**config.mk**
```make
export PLATFORM = sky130hd
export DESIGN_NAME = sram_bus_ctrl_flat
export DESIGN_NICKNAME = d
export VERILOG_FILES = /design/src/rtl/sram_bus_if.sv /design/src/rtl/sram_bus_ctrl.sv /design/src/flat_wrapper.sv
export SDC_FILE = /design/constraint.sdc
export NUM_CORES = 1
export LEC_CHECK = 0
export ABC_CLOCK_PERIOD_IN_PS = 1500
export BUFFER_PORTS_ARGS = -buffer_cell sky130_fd_sc_hd__buf_4
export CORE_MARGIN = 4
export CORE_UTILIZATION = 41
export DETAILED_ROUTE_END_ITERATION = 8
export PLACE_DENSITY = 0.73
export SYNTH_ARGS = -nofsm -noshare
export SYNTH_HDL_FRONTEND = slang
export SYNTH_SLANG_ARGS = --single-unit
```
**constraint.sdc**
```tcl
create_clock -name clk -period 1.5 [get_ports clk]
set_input_delay 0.3 -clock clk [delete_from_list [all_inputs] [get_ports clk]]
set_output_delay 0.3 -clock clk [all_outputs]
set_load 0.03 [all_outputs]
```
**src/rtl/sram_bus_if.sv**
```systemverilog
// sram_bus_if: pipeline-side request/response and external SRAM pins of sram_bus_ctrl
interface sram_bus_if #(parameter int ADDR_W = 20);
  logic              if_ce_i;
  logic [31:0]       if_addr_i;
  logic [31:0]       if_data_o;
  logic              mem_ce_i;
  logic              mem_we_i;
  logic [31:0]       mem_addr_i;
  logic [3:0]        mem_sel_i;
  logic [31:0]       mem_data_i;
  logic [31:0]       mem_data_o;
  logic              stallreq_o;
  logic              flush_i;
  logic [ADDR_W-1:0] sram_addr_o;
  logic [31:0]       sram_dq_i;
  logic [31:0]       sram_dq_o;
  logic              sram_dq_oe_o;
  logic              sram_ce_n_o;
  logic              sram_oe_n_o;
  logic              sram_we_n_o;
  logic [3:0]        sram_be_n_o;
  modport slave (
    input  if_ce_i, if_addr_i, mem_ce_i, mem_we_i, mem_addr_i, mem_sel_i, mem_data_i, flush_i, sram_dq_i,
    output if_data_o, mem_data_o, stallreq_o, sram_addr_o, sram_dq_o, sram_dq_oe_o,
           sram_ce_n_o, sram_oe_n_o, sram_we_n_o, sram_be_n_o
  );
  modport master (
    output if_ce_i, if_addr_i, mem_ce_i, mem_we_i, mem_addr_i, mem_sel_i, mem_data_i, flush_i, sram_dq_i,
    input  if_data_o, mem_data_o, stallreq_o, sram_addr_o, sram_dq_o, sram_dq_oe_o,
           sram_ce_n_o, sram_oe_n_o, sram_we_n_o, sram_be_n_o
  );
endinterface

```
**src/rtl/sram_bus_ctrl.sv**
```systemverilog
// sram_bus_ctrl: serialises data and fetch accesses onto one SRAM; SRAM_BUS_IBUF_EN adds a one-entry fetch buffer
module sram_bus_ctrl #(
  parameter int ADDR_W   = 20,
  parameter int RD_WAIT  = 1,
  parameter int WR_SETUP = 1
) (
  input logic      clk,
  input logic      rst,
  sram_bus_if.slave bus
);
  typedef enum logic [2:0] {IDLE, RD_D, WR_S, WR_P, WR_H, RD_I, DONE} state_t;
  state_t state, nx, after_d;
  logic [2:0] cnt;
  logic fl, hit, fetch, last, rd_nx, wr_nx;
  logic [ADDR_W-1:0] if_word, mem_word;
  logic unused;
  assign unused = ^{bus.if_addr_i[31:ADDR_W+2], bus.if_addr_i[1:0], bus.mem_addr_i[31:ADDR_W+2], bus.mem_addr_i[1:0]};
  assign if_word  = bus.if_addr_i[ADDR_W+1:2];
  assign mem_word = bus.mem_addr_i[ADDR_W+1:2];
  assign last     = cnt == 3'(RD_WAIT);
`ifdef SRAM_BUS_IBUF_EN
  logic [ADDR_W-1:0] tag;
  logic [31:0] ibuf;
  logic valid;
  assign hit = bus.if_ce_i & valid & (tag == if_word);
`else
  assign hit = 1'b0;
`endif
  assign fetch   = bus.if_ce_i & !hit;
  assign after_d = fetch ? RD_I : DONE;
  assign rd_nx   = nx == RD_D || nx == RD_I;
  assign wr_nx   = nx == WR_S || nx == WR_P || nx == WR_H;
  assign bus.stallreq_o = !bus.flush_i & ((state == IDLE & (bus.if_ce_i | bus.mem_ce_i)) | (state != IDLE & state != DONE));
  // A write that has reached WR_P always completes its hold phase, even under flush
  always_comb begin
    nx = IDLE;
    case (state)
      IDLE:    nx = bus.flush_i ? IDLE : bus.mem_ce_i ? (bus.mem_we_i ? WR_S : RD_D) : fetch ? RD_I : bus.if_ce_i ? DONE : IDLE;
      RD_D:    nx = bus.flush_i ? IDLE : last ? after_d : RD_D;
      WR_S:    nx = bus.flush_i ? IDLE : (cnt == 3'(WR_SETUP - 1)) ? WR_P : WR_S;
      WR_P:    nx = WR_H;
      WR_H:    nx = (fl | bus.flush_i) ? IDLE : after_d;
      RD_I:    nx = bus.flush_i ? IDLE : last ? DONE : RD_I;
      default: nx = IDLE;
    endcase
  end
  // Strobes are registered from the next state so they line up with the state they belong to
  always_ff @(posedge clk) begin
    if (rst) begin
      state            <= IDLE;
      cnt              <= '0;
      fl               <= 1'b0;
      bus.sram_ce_n_o  <= 1'b1;
      bus.sram_oe_n_o  <= 1'b1;
      bus.sram_we_n_o  <= 1'b1;
      bus.sram_be_n_o  <= 4'hF;
      bus.sram_dq_oe_o <= 1'b0;
      bus.sram_addr_o  <= '0;
      bus.sram_dq_o    <= '0;
      bus.if_data_o    <= '0;
      bus.mem_data_o   <= '0;
    end else begin
      state            <= nx;
      cnt              <= (nx == state && state != IDLE) ? cnt + 3'd1 : 3'd0;
      fl               <= state == WR_P && bus.flush_i;
      bus.sram_ce_n_o  <= !(rd_nx | wr_nx);
      bus.sram_oe_n_o  <= !rd_nx;
      bus.sram_we_n_o  <= nx != WR_P;
      bus.sram_be_n_o  <= rd_nx ? 4'h0 : wr_nx ? ~bus.mem_sel_i : 4'hF;
      bus.sram_dq_oe_o <= wr_nx;
      bus.sram_addr_o  <= nx == RD_I ? if_word : (nx == RD_D || wr_nx) ? mem_word : bus.sram_addr_o;
      bus.sram_dq_o    <= wr_nx ? bus.mem_data_i : bus.sram_dq_o;
      if (state == RD_D && last && !bus.flush_i) bus.mem_data_o <= bus.sram_dq_i;
      if (state == RD_I && last && !bus.flush_i) bus.if_data_o <= bus.sram_dq_i;
`ifdef SRAM_BUS_IBUF_EN
      else if (hit && nx == DONE) bus.if_data_o <= ibuf;
`endif
    end
  end
`ifdef SRAM_BUS_IBUF_EN
  always_ff @(posedge clk) begin
    if (rst) begin
      valid <= 1'b0;
      tag   <= '0;
      ibuf  <= '0;
    end else if (state == RD_I && last && !bus.flush_i) begin
      valid <= 1'b1;
      tag   <= bus.sram_addr_o;
      ibuf  <= bus.sram_dq_i;
    end else if (state == WR_P && bus.sram_addr_o == tag) valid <= 1'b0;
  end
`endif
endmodule

```
**src/flat_wrapper.sv**
```systemverilog
// flat-port wrapper written by rule: the top's interface ports become plain ports
module sram_bus_ctrl_flat 
#(
  parameter int ADDR_W   = 20,
  parameter int RD_WAIT  = 1,
  parameter int WR_SETUP = 1
)
  (clk, rst, bus_if_ce_i, bus_if_addr_i, bus_mem_ce_i, bus_mem_we_i, bus_mem_addr_i, bus_mem_sel_i, bus_mem_data_i, bus_flush_i, bus_sram_dq_i, bus_if_data_o, bus_mem_data_o, bus_stallreq_o, bus_sram_addr_o, bus_sram_dq_o, bus_sram_dq_oe_o, bus_sram_ce_n_o, bus_sram_oe_n_o, bus_sram_we_n_o, bus_sram_be_n_o);
  sram_bus_if #(.ADDR_W(ADDR_W)) bus_i ();
  input logic clk;
  input logic rst;
  input wire logic [$bits(bus_i.if_ce_i)-1:0] bus_if_ce_i;
  input wire logic [$bits(bus_i.if_addr_i)-1:0] bus_if_addr_i;
  input wire logic [$bits(bus_i.mem_ce_i)-1:0] bus_mem_ce_i;
  input wire logic [$bits(bus_i.mem_we_i)-1:0] bus_mem_we_i;
  input wire logic [$bits(bus_i.mem_addr_i)-1:0] bus_mem_addr_i;
  input wire logic [$bits(bus_i.mem_sel_i)-1:0] bus_mem_sel_i;
  input wire logic [$bits(bus_i.mem_data_i)-1:0] bus_mem_data_i;
  input wire logic [$bits(bus_i.flush_i)-1:0] bus_flush_i;
  input wire logic [$bits(bus_i.sram_dq_i)-1:0] bus_sram_dq_i;
  output wire logic [$bits(bus_i.if_data_o)-1:0] bus_if_data_o;
  output wire logic [$bits(bus_i.mem_data_o)-1:0] bus_mem_data_o;
  output wire logic [$bits(bus_i.stallreq_o)-1:0] bus_stallreq_o;
  output wire logic [$bits(bus_i.sram_addr_o)-1:0] bus_sram_addr_o;
  output wire logic [$bits(bus_i.sram_dq_o)-1:0] bus_sram_dq_o;
  output wire logic [$bits(bus_i.sram_dq_oe_o)-1:0] bus_sram_dq_oe_o;
  output wire logic [$bits(bus_i.sram_ce_n_o)-1:0] bus_sram_ce_n_o;
  output wire logic [$bits(bus_i.sram_oe_n_o)-1:0] bus_sram_oe_n_o;
  output wire logic [$bits(bus_i.sram_we_n_o)-1:0] bus_sram_we_n_o;
  output wire logic [$bits(bus_i.sram_be_n_o)-1:0] bus_sram_be_n_o;
  assign bus_i.if_ce_i = bus_if_ce_i;
  assign bus_i.if_addr_i = bus_if_addr_i;
  assign bus_i.mem_ce_i = bus_mem_ce_i;
  assign bus_i.mem_we_i = bus_mem_we_i;
  assign bus_i.mem_addr_i = bus_mem_addr_i;
  assign bus_i.mem_sel_i = bus_mem_sel_i;
  assign bus_i.mem_data_i = bus_mem_data_i;
  assign bus_i.flush_i = bus_flush_i;
  assign bus_i.sram_dq_i = bus_sram_dq_i;
  assign bus_if_data_o = bus_i.if_data_o;
  assign bus_mem_data_o = bus_i.mem_data_o;
  assign bus_stallreq_o = bus_i.stallreq_o;
  assign bus_sram_addr_o = bus_i.sram_addr_o;
  assign bus_sram_dq_o = bus_i.sram_dq_o;
  assign bus_sram_dq_oe_o = bus_i.sram_dq_oe_o;
  assign bus_sram_ce_n_o = bus_i.sram_ce_n_o;
  assign bus_sram_oe_n_o = bus_i.sram_oe_n_o;
  assign bus_sram_we_n_o = bus_i.sram_we_n_o;
  assign bus_sram_be_n_o = bus_i.sram_be_n_o;
  sram_bus_ctrl #(.ADDR_W(ADDR_W), .RD_WAIT(RD_WAIT), .WR_SETUP(WR_SETUP)) u_core (.clk(clk), .rst(rst), .bus(bus_i));
endmodule
```
Word-level counts from Yosys, hierarchy flattened
Cells that the tools add are included.
Cells by class
  bitwise gates (word level): 9
  muxes and demuxes: 17
  equality and inequality tests: 14
  reductions and logical operators: 18
  add/subtract/negate cells: 1
Operators by type and width (count)
  $mux W20: 2
  $mux W3: 8
  $pmux W3 S6: 1
  $eq A3 B2 Y1 const B: 4
  $eq A3 B3 Y1 const B: 4
  $eq A3 B1 Y1 const B: 3
  $mux W4: 2
  $logic_and A1 B1 Y1: 6
  $logic_not A3 Y1: 2
  $mux W2: 3
  $logic_or A1 B1 Y1: 4
  $not A4 Y4: 1
  $or A1 B1 Y1: 4
  $add A3 B1 Y3 const B: 1
  $and A1 B1 Y1: 3
  $eq A3 B3 Y1: 1
  $logic_not A1 Y1: 3
  $ne A3 B2 Y1 const B: 1
  $ne A3 B3 Y1 const B: 1
  $reduce_bool A3 Y1: 1
  $reduce_bool A2 Y1: 1
  $reduce_or A2 Y1: 1
  $mux W1: 1
  $not A1 Y1: 1
Word-level totals
  input port bits: 138
  output and inout bits: 125
  register bits after elaboration: 131

Longest topological paths before layout
  word-level depth: 10
  depth in mapped cells: 8
  depth with buffers taken out: 7

Worst setup path before layout
Ideal clock, no wire load.
  path kind: flip-flop to output port
  start point: register u_core.state[1]
  end point: output port bus_stallreq_o
  buffers on the path: 2
  path slack: -0.188 ns
  cell stages (with the launch flop): 7
  arrival time: 1.388 ns
  path through: dfxtp_1 buf_2 clkbuf_1 nor3_1 a21oi_1 nor2_1 nor2_1
Between the ends
  cells in the longest elaborated chain, start to end: 4
Ends and longest elaborated chain
  start, declared: RTL line sram_bus_ctrl.sv:12  | state_t state, nx, after_d;
  start signal, assigned: RTL line sram_bus_ctrl.sv:63  | state <= nx;
  $ne A3 B3 Y1 (tied with other cells): RTL line sram_bus_ctrl.sv:33  | assign bus.stallreq_o = !bus.flush_i & ((state == IDLE & (bus.if_ce_i | bus.mem_ce_i)) | (state != IDLE & stat ...
  $and A1 B1 Y1: RTL line sram_bus_ctrl.sv:33
  $or A1 B1 Y1 *: RTL line sram_bus_ctrl.sv:33
  $and A1 B1 Y1 *: RTL line sram_bus_ctrl.sv:33
  end, declared: RTL line flat_wrapper.sv:23  | output wire logic [$bits(bus_i.stallreq_o)-1:0] bus_stallreq_o;
Mark *: on every way between the ends. The rest lies on a longest branch, timed or not.

Worst setup path in the final report
  start point: register u_core.state[0]
  end point: register u_core.bus.mem_data_o[27]
Between the ends
  cells in the longest elaborated chain, start to end: 3
Ends and longest elaborated chain
  $eq A3 B1 Y1: RTL line sram_bus_ctrl.sv:73  | if (state == RD_D && last && !bus.flush_i) bus.mem_data_o <= bus.sram_dq_i;
  $logic_and A1 B1 Y1 (2 in a row): RTL line sram_bus_ctrl.sv:73
  end signal, assigned: RTL line sram_bus_ctrl.sv:73
  end, declared: RTL line sram_bus_if.sv:24  | output if_data_o, mem_data_o, stallreq_o, sram_addr_o, sram_dq_o, sram_dq_oe_o,
Every way passes these cells.
A chain may end at the register's enable or synchronous reset.

==> flow_metrics.py <==
metrics = {
    "clock_tree": {
        "cts_sinks": 131,
        "cts_root_buf": "clkbuf_16",
        "htree_levels": 4,
        "cts_buffer_depth": 2,
        "tritoncts": "done",
        "clock_latency_ps": 420,
        "cts-buffers-inserted": 17,
        "clkSlewWorstSetupHoldPaths_ps": 60,
    },
    "global_routing": {
        "overflow": 0,
        "grt_pass1_wl_mm": 28.6,
        "grt_max_degree": 64,
        "antenna_found_initial": 0,
        "grt_busiest_layer": "met2",
        "grt.met2_usage_pct": 43.7,
        "grt_util_met3_pct": 7.48,
        "grt_pass1_vias": 5818,
        "gr-usage-all-layers_pct": 24.6,
        "use_met1_pct": 27.2,
    },
    "synth": {
        "yosysSeqAreaShare_pct": 50.3,
        "syn_nets": 771,
        "ys_ff_latch": 131,
        "synth_edf_count": 0,
        "async_reset_ff_share_pct": 0,
        "synthesis.area_mm2": 0.00521,
        "postSynthAreaPerCell_um2": 8.27,
        "synthFlopType": "dfxtp_1",
        "synth.distinct_cells": 44,
        "synthCells": 630,
        "yosysWarningCount": 0,
    },
    "power": {
        "p_sw_mw": 2.81,
        "p_leak_nw": 3.96,
        "clockPowerShare_pct": 40.9,
        "p_comb_share_pct": 21.2,
        "seq_power_share_pct": 37.9,
        "p_int_mw": 7.12,
        "switching_share_pct": 28.3,
        "power_density_mw_per_mm2": 1050,
        "fin_total_pwr_mw": 9.92,
        "ir_drop_mv": 0.668,
    },
    "floorplan": {
        "dieWidth_um": 121,
        "rows": 40,
        "start_util_pct": 42.7,
        "num_io_pins": 263,
        "core_area_mm2": 0.0122,
        "die_height_um": 121,
        "dieArea_mm2": 0.0146,
    },
    "timing": {
        "hold_viol": 0,
        "skew_ps": 7.72,
        "tightest_slew_ps": 537,
        "fin_crit_ps": 1950,
        "min_period_over_period_pct": 130,
        "max_freq_mhz": 513,
        "setup_slack_ps": -451,
        "rsz0062_at_grt": "true",
        "whs_ps": 55.3,
        "maxSlewHeadroom_pct": 64.2,
        "setup_viol": 130,
        "drv_slew": 0,
    },
    "setup_path": {
        "cp.arrival_ps": 2240,
        "cp_max_fo": 32,
        "worstSetupStartpointType": "flip-flop",
        "worstPathCellList": "buf_6 -> buf_6 -> nand3b_1 -> nor3_1 -> nand2_1 -> buf_12 -> nand2_1 -> a21oi_1",
        "crit_required_ps": 1780,
        "crit_type": "flip-flop to flip-flop",
        "crit_slowest_cell": "dfxtp_4",
        "cp-end-kind": "flip-flop",
        "critical-path-max-stage-delay_ps": 420,
    },
    "status": {
        "outcome": "finished with violations",
        "violations": "setup timing",
    },
    "job": {
        "max_cap_violations": 0,
    },
    "hold_path": {
        "hp-class": "primary input to flip-flop",
    },
    "cells_and_area": {
        "area_delta_synth_final_pct": 80.9,
        "fin_cells": 1099,
        "fill_cells": 785,
        "final_core_util_pct": 77.2,
        "final_cell_mix": "buf_4, nand2_1, dfxtp_1",
        "n_antenna_cell": 0,
        "nNetsFinal": 1059,
        "final_common_cell": "buf_4",
        "drive_gt1_share_pct": 55.1,
    },
    "placed_design": {
        "place_congestion": 0.806,
        "dp_slack_ps": -331,
        "dpl.hpwl_mm": 11.9,
        "dp_cells": 1035,
        "io_buffers": 238,
    },
    "drt": {
        "via_count": 6069,
        "drt-initial-drc-count": 453,
        "wl_per_cell_um": 20.0,
        "final_antenna_net_count": 0,
        "viasPerCell": 5.52,
        "postRouteWirelength_mm": 22.0,
        "dr.pass1.iters": 5,
        "drc": 0,
    },
}
[Yosys cell counts, types with 2 or more instances]
library cell  count  area, µm²
nor4_1            2       12.5
buf_6             3       33.8
nand3_1           3       15.0
a211oi_2         20        250
or3_1             2       12.5
or3b_1            2       17.5
ha_1              3       37.5
o211ai_1          2       15.0
nor2b_1           4       25.0
a21oi_1         105        526
buf_2            13       65.1
o21ai_1           2       10.0
nand3b_1          2       15.0
nor4_4            2       42.5
nand2_1         198        743
a21oi_2           2       17.5
o31ai_1           2       15.0
a211oi_1          2       15.0
nor3_1           25        125
nor2_1            8       30.0
clkbuf_1         31        116
dfxtp_1         131       2620
inv_1            26       97.6
o221ai_1         20        175
[stage by stage]
stage                     setup TNS [ps]  cell area (µm²)
after floorplan                    -1820             5400
after global placement            -16370             7580
after detailed placement          -21930             7580
after CTS                         -15200             8680
after global routing              -40020             9420
final                             -34130             9420
[path summary, 6_finish.rpt]
path                                                       startpoint                                      to  slack [ps]  cells past startpoint
worst min register to register  u_core.bus.sram_dq_o[31]$_SDFFE_PP0P_   u_core.bus.sram_dq_o[31]$_SDFFE_PP0P_         460                      2
worst max register to register             u_core.state[0]$_SDFF_PP0_  u_core.bus.mem_data_o[27]$_SDFFE_PP0P_        -450                      8
worst min-delay path                                 bus_mem_sel_i[3]    u_core.bus.sram_be_n_o[3]$_SDFF_PP1_          60                      2
worst max-delay path                       u_core.state[0]$_SDFF_PP0_  u_core.bus.mem_data_o[27]$_SDFFE_PP0P_        -450                      8
[cell type report]
type / count / area (µm²) / area share [%]
multi-input combinational: 426 / 3150 / 33.5
timing repair buffer: 316 / 2750 / 29.2
sequential: 131 / 2640 / 28.0
clock buffer: 23 / 468 / 4.97
tap: 168 / 210 / 2.23
clock inverter: 9 / 105 / 1.12
inverter: 26 / 97.6 / 1.04
[state kept, by name (all words and copies together), names as in the netlist]
name,flops
u_core.bus.mem_data_o,32
u_core.state,3
u_core.cnt,3
u_core.bus.sram_addr_o,20
u_core.bus.sram_we_n_o,1
u_core.bus.if_data_o,32
u_core.fl,1
u_core.bus.sram_ce_n_o,1
u_core.bus.sram_dq_oe_o,1
u_core.bus.sram_dq_o,32
u_core.bus.sram_be_n_o,4
u_core.bus.sram_oe_n_o,1
[power groups by stage]
stage	sequential [mW]	clock, mW	combinational (mW)
CTS	3.74	4.05	1.68
global route	3.77	4.25	2.19
global placement	3.80	0	1.55
detailed placement	3.81	0	1.59
finish	3.76	4.06	2.10
floorplan	4.07	0	0.621
[layer usage]
metal | routed length [µm] | part of all wire, %
met1 | 8020 | 36
met4 | 897 | 4.1
met5 | 0 | 0
met3 | 1890 | 8.6
met2 | 11200 | 51
[cells by family (layout without fill, tap and decap cells)]
| kind of cell | count (synthesis) | after routing | share of synthesized area, % |
|---|---|---|---|
| fa+ha+maj | 3 | 3 | 0.721 |
| flops | 131 | 131 | 50.3 |
| compound gates | 165 | 165 | 21.5 |
| xor+xnor | 1 | 1 | 0.168 |
| buf+inv | 73 | 374 | 6.01 |
| simple gates | 257 | 257 | 21.3 |
[critical path: cells and delay by family (launching register included)]
kind	cells	cell delay, ps
AO/OA/AOI/OAI	1	100
flip-flops	1	420
buffers and inverters	3	450
AND/OR/NAND/NOR	4	840
[what timing repair did]
item / 4_1_cts / 5_1_grt
buffers inserted: 13 / 9
pin swaps: 26 / 92
setup endpoints to repair: 130 / 130
gates cloned: 4 / 10
hold buffers: 0 / 0
gates resized for setup: 85 / 137
(Power assumes the default switching activity.)
